===== config.mk =====
export PLATFORM = sky130hd
export DESIGN_NAME = alu_issue
export DESIGN_NICKNAME = d
export VERILOG_FILES = /design/src/rtl/alu_issue_pkg.sv /design/src/rtl/alu_regfile.sv /design/src/rtl/alu_issue.sv
export SDC_FILE = /design/constraint.sdc
export NUM_CORES = 2
export LEC_CHECK = 0
export BUFFER_PORTS_ARGS = -buffer_cell sky130_fd_sc_hd__buf_2
export CAP_MARGIN = 20
export CORE_MARGIN = 2
export CORE_UTILIZATION = 50
export DETAILED_ROUTE_END_ITERATION = 16
export PLACE_DENSITY_LB_ADDON = 0.15
export SLEW_MARGIN = 25
export SYNTH_ARGS = -nofsm -noshare
export SYNTH_HDL_FRONTEND = slang
export SYNTH_SLANG_ARGS = --single-unit

===== constraint.sdc =====
create_clock -name clk -period 5.7 [get_ports clk]
set_clock_uncertainty 0.15 [all_clocks]
set_input_delay 0.285 -clock clk [delete_from_list [all_inputs] [get_ports clk]]
set_output_delay 0.285 -clock clk [all_outputs]
set_load 0.05 [all_outputs]

===== src/rtl/alu_issue_pkg.sv =====
// Shared definitions for the alu_issue pipeline: ALU opcodes and default widths.
package alu_issue_pkg;

    localparam int DATA_WIDTH_DEF   = 32;
    localparam int ADDR_WIDTH_DEF   = 5;
    localparam int RETIRE_CNT_WIDTH = 32;

    typedef enum logic [1:0] {
        OP_ADD = 2'b00,
        OP_SUB = 2'b01,
        OP_AND = 2'b10,
        OP_OR  = 2'b11
    } alu_op_e;

endpackage


===== src/rtl/alu_regfile.sv =====
// Register file with two combinational read ports and a merged writeback/load write port.
// Entry 0 is hardwired to zero; a writeback beats a load to the same entry.
module alu_regfile
    import alu_issue_pkg::*;
#(
    parameter int data_width = DATA_WIDTH_DEF,
    parameter int addr_width = ADDR_WIDTH_DEF
) (
    input  logic                  clk,
    input  logic                  rst_n,
    input  logic [addr_width-1:0] rs1_addr_i,
    input  logic [addr_width-1:0] rs2_addr_i,
    output logic [data_width-1:0] rs1_data_o,
    output logic [data_width-1:0] rs2_data_o,
    input  logic                  wb_en_i,
    input  logic [addr_width-1:0] wb_addr_i,
    input  logic [data_width-1:0] wb_data_i,
    input  logic                  ld_en_i,
    input  logic [addr_width-1:0] ld_addr_i,
    input  logic [data_width-1:0] ld_data_i
);

    localparam int DEPTH = 2 ** addr_width;

    logic [data_width-1:0] mem_q [DEPTH];

    // Storage update: per-entry merge of writeback and load, entry 0 never written
    always_ff @(posedge clk or negedge rst_n) begin
        if (!rst_n) begin
            for (int i = 0; i < DEPTH; i++) begin
                mem_q[i] <= {data_width{1'b0}};
            end
        end else begin
            for (int i = 1; i < DEPTH; i++) begin
                if (wb_en_i && (wb_addr_i == addr_width'(i))) begin
                    mem_q[i] <= wb_data_i;
                end else if (ld_en_i && (ld_addr_i == addr_width'(i))) begin
                    mem_q[i] <= ld_data_i;
                end else begin
                    mem_q[i] <= mem_q[i];
                end
            end
        end
    end

    assign rs1_data_o = (rs1_addr_i == {addr_width{1'b0}}) ? {data_width{1'b0}} : mem_q[rs1_addr_i];
    assign rs2_data_o = (rs2_addr_i == {addr_width{1'b0}}) ? {data_width{1'b0}} : mem_q[rs2_addr_i];

endmodule


===== src/rtl/alu_issue.sv =====
// Two-stage (E, W) issue pipeline around an external combinational ALU, with
// forwarding of the advancing E result into newly accepted operands.
module alu_issue
    import alu_issue_pkg::*;
#(
    parameter int data_width = DATA_WIDTH_DEF,
    parameter int addr_width = ADDR_WIDTH_DEF
) (
    input  logic                        clk,
    input  logic                        rst_n,
    input  logic                        in_valid,
    output logic                        in_ready,
    input  logic [1:0]                  in_op,
    input  logic [addr_width-1:0]       in_rd,
    input  logic [addr_width-1:0]       in_rs1,
    input  logic [addr_width-1:0]       in_rs2,
    input  logic                        load_en,
    input  logic [addr_width-1:0]       load_addr,
    input  logic [data_width-1:0]       load_data,
    output logic [data_width-1:0]       alu_a,
    output logic [data_width-1:0]       alu_b,
    output logic [1:0]                  alu_s,
    input  logic [data_width-1:0]       alu_c,
    output logic                        out_valid,
    input  logic                        out_ready,
    output logic [addr_width-1:0]       out_rd,
    output logic [data_width-1:0]       out_data,
    output logic [RETIRE_CNT_WIDTH-1:0] retire_cnt
);

    logic                        e_valid_q, e_valid_d;
    logic [data_width-1:0]       e_a_q, e_a_d;
    logic [data_width-1:0]       e_b_q, e_b_d;
    alu_op_e                     e_op_q, e_op_d;
    logic [addr_width-1:0]       e_rd_q, e_rd_d;
    logic                        w_valid_q, w_valid_d;
    logic [addr_width-1:0]       w_rd_q, w_rd_d;
    logic [data_width-1:0]       w_data_q, w_data_d;
    logic [RETIRE_CNT_WIDTH-1:0] retire_cnt_q, retire_cnt_d;

    logic                        e_adv_s;
    logic                        accept_s;
    logic [data_width-1:0]       rf_rd1_s, rf_rd2_s;

    function automatic logic fwd_hit(input logic adv, input logic [addr_width-1:0] e_rd,
                                     input logic [addr_width-1:0] rs);
        return adv && (e_rd != {addr_width{1'b0}}) && (e_rd == rs);
    endfunction

    assign e_adv_s  = e_valid_q & (~w_valid_q | out_ready);
    assign in_ready = ~load_en & (~e_valid_q | e_adv_s);
    assign accept_s = in_valid & in_ready;

    alu_regfile #(
        .data_width (data_width),
        .addr_width (addr_width)
    ) u_regfile (
        .clk        (clk),
        .rst_n      (rst_n),
        .rs1_addr_i (in_rs1),
        .rs2_addr_i (in_rs2),
        .rs1_data_o (rf_rd1_s),
        .rs2_data_o (rf_rd2_s),
        .wb_en_i    (e_adv_s),
        .wb_addr_i  (e_rd_q),
        .wb_data_i  (alu_c),
        .ld_en_i    (load_en),
        .ld_addr_i  (load_addr),
        .ld_data_i  (load_data)
    );

    // Next-state for E, W and the retire counter
    always_comb begin
        e_valid_d    = e_valid_q;
        e_a_d        = e_a_q;
        e_b_d        = e_b_q;
        e_op_d       = e_op_q;
        e_rd_d       = e_rd_q;
        w_valid_d    = w_valid_q;
        w_rd_d       = w_rd_q;
        w_data_d     = w_data_q;
        retire_cnt_d = retire_cnt_q;

        if (accept_s) begin
            e_valid_d = 1'b1;
            e_a_d     = fwd_hit(e_adv_s, e_rd_q, in_rs1) ? alu_c : rf_rd1_s;
            e_b_d     = fwd_hit(e_adv_s, e_rd_q, in_rs2) ? alu_c : rf_rd2_s;
            e_op_d    = alu_op_e'(in_op);
            e_rd_d    = in_rd;
        end else if (e_adv_s) begin
            e_valid_d = 1'b0;
        end else begin
            e_valid_d = e_valid_q;
        end

        if (e_adv_s) begin
            w_valid_d    = 1'b1;
            w_rd_d       = e_rd_q;
            w_data_d     = alu_c;
            retire_cnt_d = retire_cnt_q + 32'd1;
        end else if (w_valid_q && out_ready) begin
            w_valid_d = 1'b0;
        end else begin
            w_valid_d = w_valid_q;
        end
    end

    // Pipeline and counter registers
    always_ff @(posedge clk or negedge rst_n) begin
        if (!rst_n) begin
            e_valid_q    <= 1'b0;
            e_a_q        <= {data_width{1'b0}};
            e_b_q        <= {data_width{1'b0}};
            e_op_q       <= OP_ADD;
            e_rd_q       <= {addr_width{1'b0}};
            w_valid_q    <= 1'b0;
            w_rd_q       <= {addr_width{1'b0}};
            w_data_q     <= {data_width{1'b0}};
            retire_cnt_q <= {RETIRE_CNT_WIDTH{1'b0}};
        end else begin
            e_valid_q    <= e_valid_d;
            e_a_q        <= e_a_d;
            e_b_q        <= e_b_d;
            e_op_q       <= e_op_d;
            e_rd_q       <= e_rd_d;
            w_valid_q    <= w_valid_d;
            w_rd_q       <= w_rd_d;
            w_data_q     <= w_data_d;
            retire_cnt_q <= retire_cnt_d;
        end
    end

    assign alu_a      = e_a_q;
    assign alu_b      = e_b_q;
    assign alu_s      = e_op_q;
    assign out_valid  = w_valid_q;
    assign out_rd     = w_rd_q;
    assign out_data   = w_data_q;
    assign retire_cnt = retire_cnt_q;

endmodule


# --- After elaboration in Yosys (flattened, before gate mapping) ---
# Cells that the tools add are included.
# W data, S select, Z words.
word_totals:
  regBits: 1134
  out_inout_bits: 137
  in_bits: 91
  word_cells: 295
op_classes:
  addsub: 1
  bitwise: 10
  n_mux: 76
  reduce_logical: 102
  n_lt_le_gt_ge: 2
  n_eq_ne: 64
ops:
  columns: ["op", "count"]
  rows:
  - ["$mux W32", 70]
  - ["$bmux W32 S5", 2]
  - ["$eq A5 B5 Y1 const B", 32]
  - ["$eq A5 B4 Y1 const B", 16]
  - ["$logic_and A1 B1 Y1", 66]
  - ["$reduce_bool A2 Y1", 33]
  - ["$eq A5 B3 Y1 const B", 8]
  - ["$add A32 B1 Y32 const B", 1]
  - ["$eq A5 B2 Y1 const B", 4]
  - ["$ge A6 B6 Y1 const B", 2]
  - ["$not A5 Y6", 2]
  - ["$eq A5 B1 Y1 const B", 2]
  - ["$eq A5 B5 Y1", 2]
  - ["$logic_not A5 Y1", 2]
  - ["$reduce_bool A5 Y1", 1]
  - ["$mux W1", 4]
  - ["$and A1 B1 Y1", 3]
  - ["$not A1 Y1", 3]
  - ["$or A1 B1 Y1", 2]

# --- Logic depth before layout (Yosys ltp) ---
logic_depth:
  word_depth: 7
  ltp_mapped: 9
  ltp_nobuf: 5

# --- By module ---
# From an unflattened synthesis, not the netlist that was laid out.
hier_totals:
  hier_cells: 7113
  area_unflattened_um2: 69190.1
modules_own_cells:
  columns: ["module", "seq_area_each_um2", "area_per_inst_um2", "n_inst", "cells_each"]
  rows:
  - ["alu_regfile", 24823.8, 62392.3, 1, 6394]
  - ["alu_issue", 3553.4, 6797.8, 1, 719]

# --- Least setup slack after synthesis ---
# No wires, ideal clock.
synth_timing:
  path_kind: "flip-flop to flip-flop"
  startpoint: "register w_valid_q, in the netlist out_valid"
  endpoint: "register e_a_q[30], in the netlist alu_a[30]"
  path_buffers: 1
  required_time_ps: 5415
  t_arrival_ps: 2697
  synth_period_minus_slack_ps: 2982
  setup_time_ps: 135
  path_stages_with_launch: 7
  slack_ps: 2718
  path_cell_list: "dfrtp_1 > and2b_1 > a21oi_1 > nand2_1 > clkbuf_1 > a221oi_1 > o22ai_1"
synth_via:
  elab_chain_cells: 6
  elab_cells_between_ends: 9
  cone_classes: "1 x mux; 6 x bitwise; 2 x reduce/logical"
synth_lines:
  columns: ["element", "line_no", "source"]
  rows:
  - ["from (decl)", "alu_issue.sv:36", "logic w_valid_q, w_valid_d;"]
  - ["from (signal assigned)", "alu_issue.sv:126", "w_valid_q <= w_valid_d;"]
  - ["$not A1 Y1", "alu_issue.sv:50", "assign e_adv_s = e_valid_q & (~w_valid_q | out_ready);"]
  - ["$or A1 B1 Y1", "alu_issue.sv:50", null]
  - ["$and A1 B1 Y1", "alu_issue.sv:50", null]
  - ["$or A1 B1 Y1", "alu_issue.sv:51", "assign in_ready = ~load_en & (~e_valid_q | e_adv_s);"]
  - ["$and A1 B1 Y1", "alu_issue.sv:51", null]
  - ["via in_ready", "alu_issue.sv:12", "output logic in_ready,"]
  - ["$and A1 B1 Y1", "alu_issue.sv:52", "assign accept_s = in_valid & in_ready;"]
  - ["to (signal assigned)", "alu_issue.sv:112", "e_a_q <= {data_width{1'b0}};"]
  - ["to (decl)", "alu_issue.sv:32", "logic [data_width-1:0] e_a_q, e_a_d;"]
# The timed path passes the listed nets, and every way through them passes these cells.
# A chain may end at the register's enable or synchronous reset.

# --- Worst setup path in the final report ---
layout_timing:
  startpoint: "register e_rd_q[2]"
  endpoint: "register u_regfile.mem_q[783] (netlist name)"
layout_via:
  elab_chain_cells: 3
  elab_cells_between_ends: 4
  cone_classes: "1 x eq/ne; 1 x mux; 2 x reduce/logical"
layout_lines:
  columns: ["element", "line_no", "source"]
  rows:
  - ["from (decl)", "alu_issue.sv:35", "logic [addr_width-1:0] e_rd_q, e_rd_d;"]
  - ["from (signal assigned)", "alu_issue.sv:115", "e_rd_q <= {addr_width{1'b0}};"]
  - ["from (signal assigned)", "alu_issue.sv:125", "e_rd_q <= e_rd_d;"]
  - ["$eq A5 B3 Y1 (*)", "alu_regfile.sv:35", "if (wb_en_i && (wb_addr_i == addr_width'(i))) begin"]
  - ["$logic_and A1 B1 Y1 (*)", "alu_regfile.sv:35", null]
  - ["$mux W32 / $reduce_bool A2 Y1 (equally long branches)", null, null]
  - ["to (signal, indexed assignment)", "alu_regfile.sv:36", "mem_q[i] <= wb_data_i;"]
  - ["to (signal, indexed assignment)", "alu_regfile.sv:38", "mem_q[i] <= ld_data_i;"]
  - ["to (signal, indexed assignment)", "alu_regfile.sv:40", "mem_q[i] <= mem_q[i];"]
  - ["to (decl)", "alu_regfile.sv:25", "logic [data_width-1:0] mem_q [DEPTH];"]
# Every way passes the cells marked *; elsewhere a longest branch is shown, timed or not.

==> metrics.yaml <==
die_y_um: 373.0
synth_edf_count: 0
grtUsageTotal_pct: 35.68
synth_top_cell_area_share_pct: 41.68
outcome: "completed"
ys_seq_area_share_pct: 41.68
tightest_slew_ns: 1.144
drive_gt1_share_pct: 17.99
switching_share_pct: 33.95
syn_area_mm2: 0.06809
clock-sinks: 1134
area_growth_pct: 10.43
maxCapViolCount: 0
synth_cell_types: 48
place_congestion: 0.8789
worstSetupPathType: "register to register"
powerDensity_mw_per_mm2: 431.9
hpwl_um: 142500
crit_slowest_cell: "and3b_2"
crit_path_end_kind: "register"
crit_family: "simple AND/OR/NAND/NOR gates"
fmax_mhz: 262.0
maxSlewViolCount: 0
setup-tns-final_ns: 0
power.switching_mw: 11.02
grt_start_max_net_pins: 156
path_max_fanout: 36
io_pins: 228
wl_per_cell_um: 30.41
ys_ff_latch: 1134
antenna_found_initial: 7
initial_core_util_pct: 50.33
async_flop_share_pct: 100.0
dpl-instance-area_mm2: 0.06981
vdd_ir_drop_max_uv: 320.3
p_clk_share_pct: 27.3
synth.most_common_cell: "dfrtp_1"
clock-root-buffer: "clkbuf_16"
core_mm2: 0.1353
cts_buffer_depth: 3
rsz0062_at_grt: "no"
cp_cell_sequence: "nor2b_1, and3b_2, buf_4, o21ai_0, dlygate4sd3_1"
path_clk_slew_ns: 0.06
combPwrFrac_pct: 30.2
portBuffers: 227
cp_data_required_time_ns: 6.24
row_count: 135
final_area_mm2: 0.07519
hold_violations: 0
slew_headroom_pct: 23.47
first_pass_iters: 6
grt_pass1_wl_um: 367200
syn_nets: 6689
hp-class: "input pin to register"
cts_resized: 0
numCtsBuffers: 134
synthCells: 6597
synth.largest_area_cell: "dfrtp_1"
synth.top_cells.by_count: "1,134 x dfrtp_1, 1,131 x mux2i_1, 953 x nor2_1"
finalWorstSetupSlack_ns: 1.884
setup_viol: 0
fin_crit_ns: 3.816
pwr-share-seq_pct: 42.5
dieArea_mm2: 0.1391
dp_slack_ns: 1.987
insertion_delay_ns: 0.81
vias_per_cell: 6.606
post-route-period-util_pct: 66.95
die_x_um: 373.0
route.detailed.drc: 0
vias: 54645
syn_avg_cell_area_um2: 10.32
synth.area.top_cells: "dfrtp_1 42%, mux2i_1 17%, mux4_2 13%"
drtIter0Drc: 6701
ys.flop_type: "dfrtp_1"
final_nets: 6471
htreeDepth: 4
cts_tree: "built"
critPathBufInv: 2
synth-warning-count: 32
slowest_delay_ns: 0.89
drt.antenna.violating_nets: 0
critPathArrivalTime_ns: 4.36
intPower_mw: 21.45
startpoint_type: "register"
grt_pass1_vias: 52281
leakage_nw: 34.49
drt_wl_total_um: 251600
grt-ovfl-total: 0
-- stage by stage --
stage | utilization, % | power [mW] | hold WS (ns) | std cells
6_report | 55.58 | 32.47 | 0.05504 | 8272
2_1_floorplan | - | 20.61 | -0.1606 | 6597
3_3_place_gp | 51.52 | 22.97 | 0.2114 | 7937
4_1_cts | 55.47 | 32.32 | 0.0003729 | 8262
3_5_place_dp | 51.59 | 23.41 | 0.2191 | 7941
5_1_grt | 55.57 | 34.08 | 0.05464 | 8270
-- what timing repair did --
item / 4_1_cts / 5_1_grt
hold endpoints to repair: 897 / 0
hold buffers: 76 / 0
buffers inserted: 0 / 0
-- path summary, 6_finish.rpt --
path / from / end / slack (ns) / cells after the start
setup reg to reg: e_rd_q[2] / u_regfile.mem_q[783] / 1.88 / 5
max in group asynchronous: rst_n / u_regfile.mem_q[242] / 4.35 / 3
setup / recovery: e_rd_q[2] / u_regfile.mem_q[783] / 1.88 / 5
hold reg to reg: out_data[31] / out_data[31] / 0.32 / 2
hold / removal: load_data[22] / u_regfile.mem_q[246] / 0.06 / 3
min in group asynchronous: rst_n / u_regfile.mem_q[56] / 0.12 / 3
-- worst reg2reg max path: cells and delay by family, from the launching register on --
family                 cells  cell delay, ns
buffers and inverters      2            1.05
AND/OR/NAND/NOR            2            1.77
flip-flops                 1            0.58
AO/OA/AOI/OAI              1            0.16
-- cell type report --
class / instances / area, µm²
Antenna cell: 3 / 7.507
Clock buffer: 197 / 3925
Clock inverter: 48 / 544.3
Fill cell: 11485 / 60110
Inverter: 7 / 26.28
Multi-Input combinational cell: 4678 / 36890
Sequential cell: 1134 / 28380
Tap cell: 1781 / 2228
Timing Repair Buffer: 424 / 3197
-- sequential cells by signal (all words and copies together) (netlist names) --
| name | count |
|---|---|
| e_rd_q | 5 |
| out_valid | 1 |
| out_data | 32 |
| alu_b | 32 |
| out_rd | 5 |
| u_regfile.mem_q | 992 |
| alu_a | 32 |
| alu_s | 2 |
| retire_cnt | 32 |
| e_valid_q | 1 |
-- cells in the final DEF, fill, tap and decap left out, types with 25 or more instances in the layout --
cell / n
o22ai_1: 63
a221oi_1: 55
clkbuf_8: 25
buf_2: 218
mux4_2: 384
o211ai_1: 31
xnor2_1: 28
o21ai_0: 184
a221oi_2: 29
a22oi_1: 191
mux2i_1: 1131
dfrtp_1: 1134
nand2_1: 439
a21oi_1: 878
mux2_2: 117
clkbuf_1: 34
dlygate4sd3_1: 75
clkbuf_16: 138
nor2_1: 938
o311ai_0: 29
buf_4: 99
-- metal layers --
layer	vias up	wire length (µm)	global-route usage [%]
met2	3133	112900	53.80
met3	609	25620	8.078
met1	27382	102100	49.78
met4	10	10830	14.76
met5	-	52	0
li1	23511	-	-
-- cells by family after synthesis --
family | share of synthesized area (%)
fa+ha+maj | 0.01837
mux | 31.26
simple gates | 8.829
buf+inv | 4.873
compound gates | 12.81
xor+xnor | 0.5274
flops | 41.68
-- power by group through the flow --
| stage | combinational (mW) | sequential [mW] | clock [mW] |
|---|---|---|---|
| 2_1_floorplan | 7.04 | 13.6 | 0 |
| 6_report | 9.80 | 13.8 | 8.88 |
| 3_5_place_dp | 9.64 | 13.8 | 0 |
| 5_1_grt | 10.6 | 14.1 | 9.30 |
| 3_3_place_gp | 9.39 | 13.6 | 0 |
| 4_1_cts | 9.70 | 13.7 | 8.96 |
Note: power is estimated with default switching activity, not from simulation.
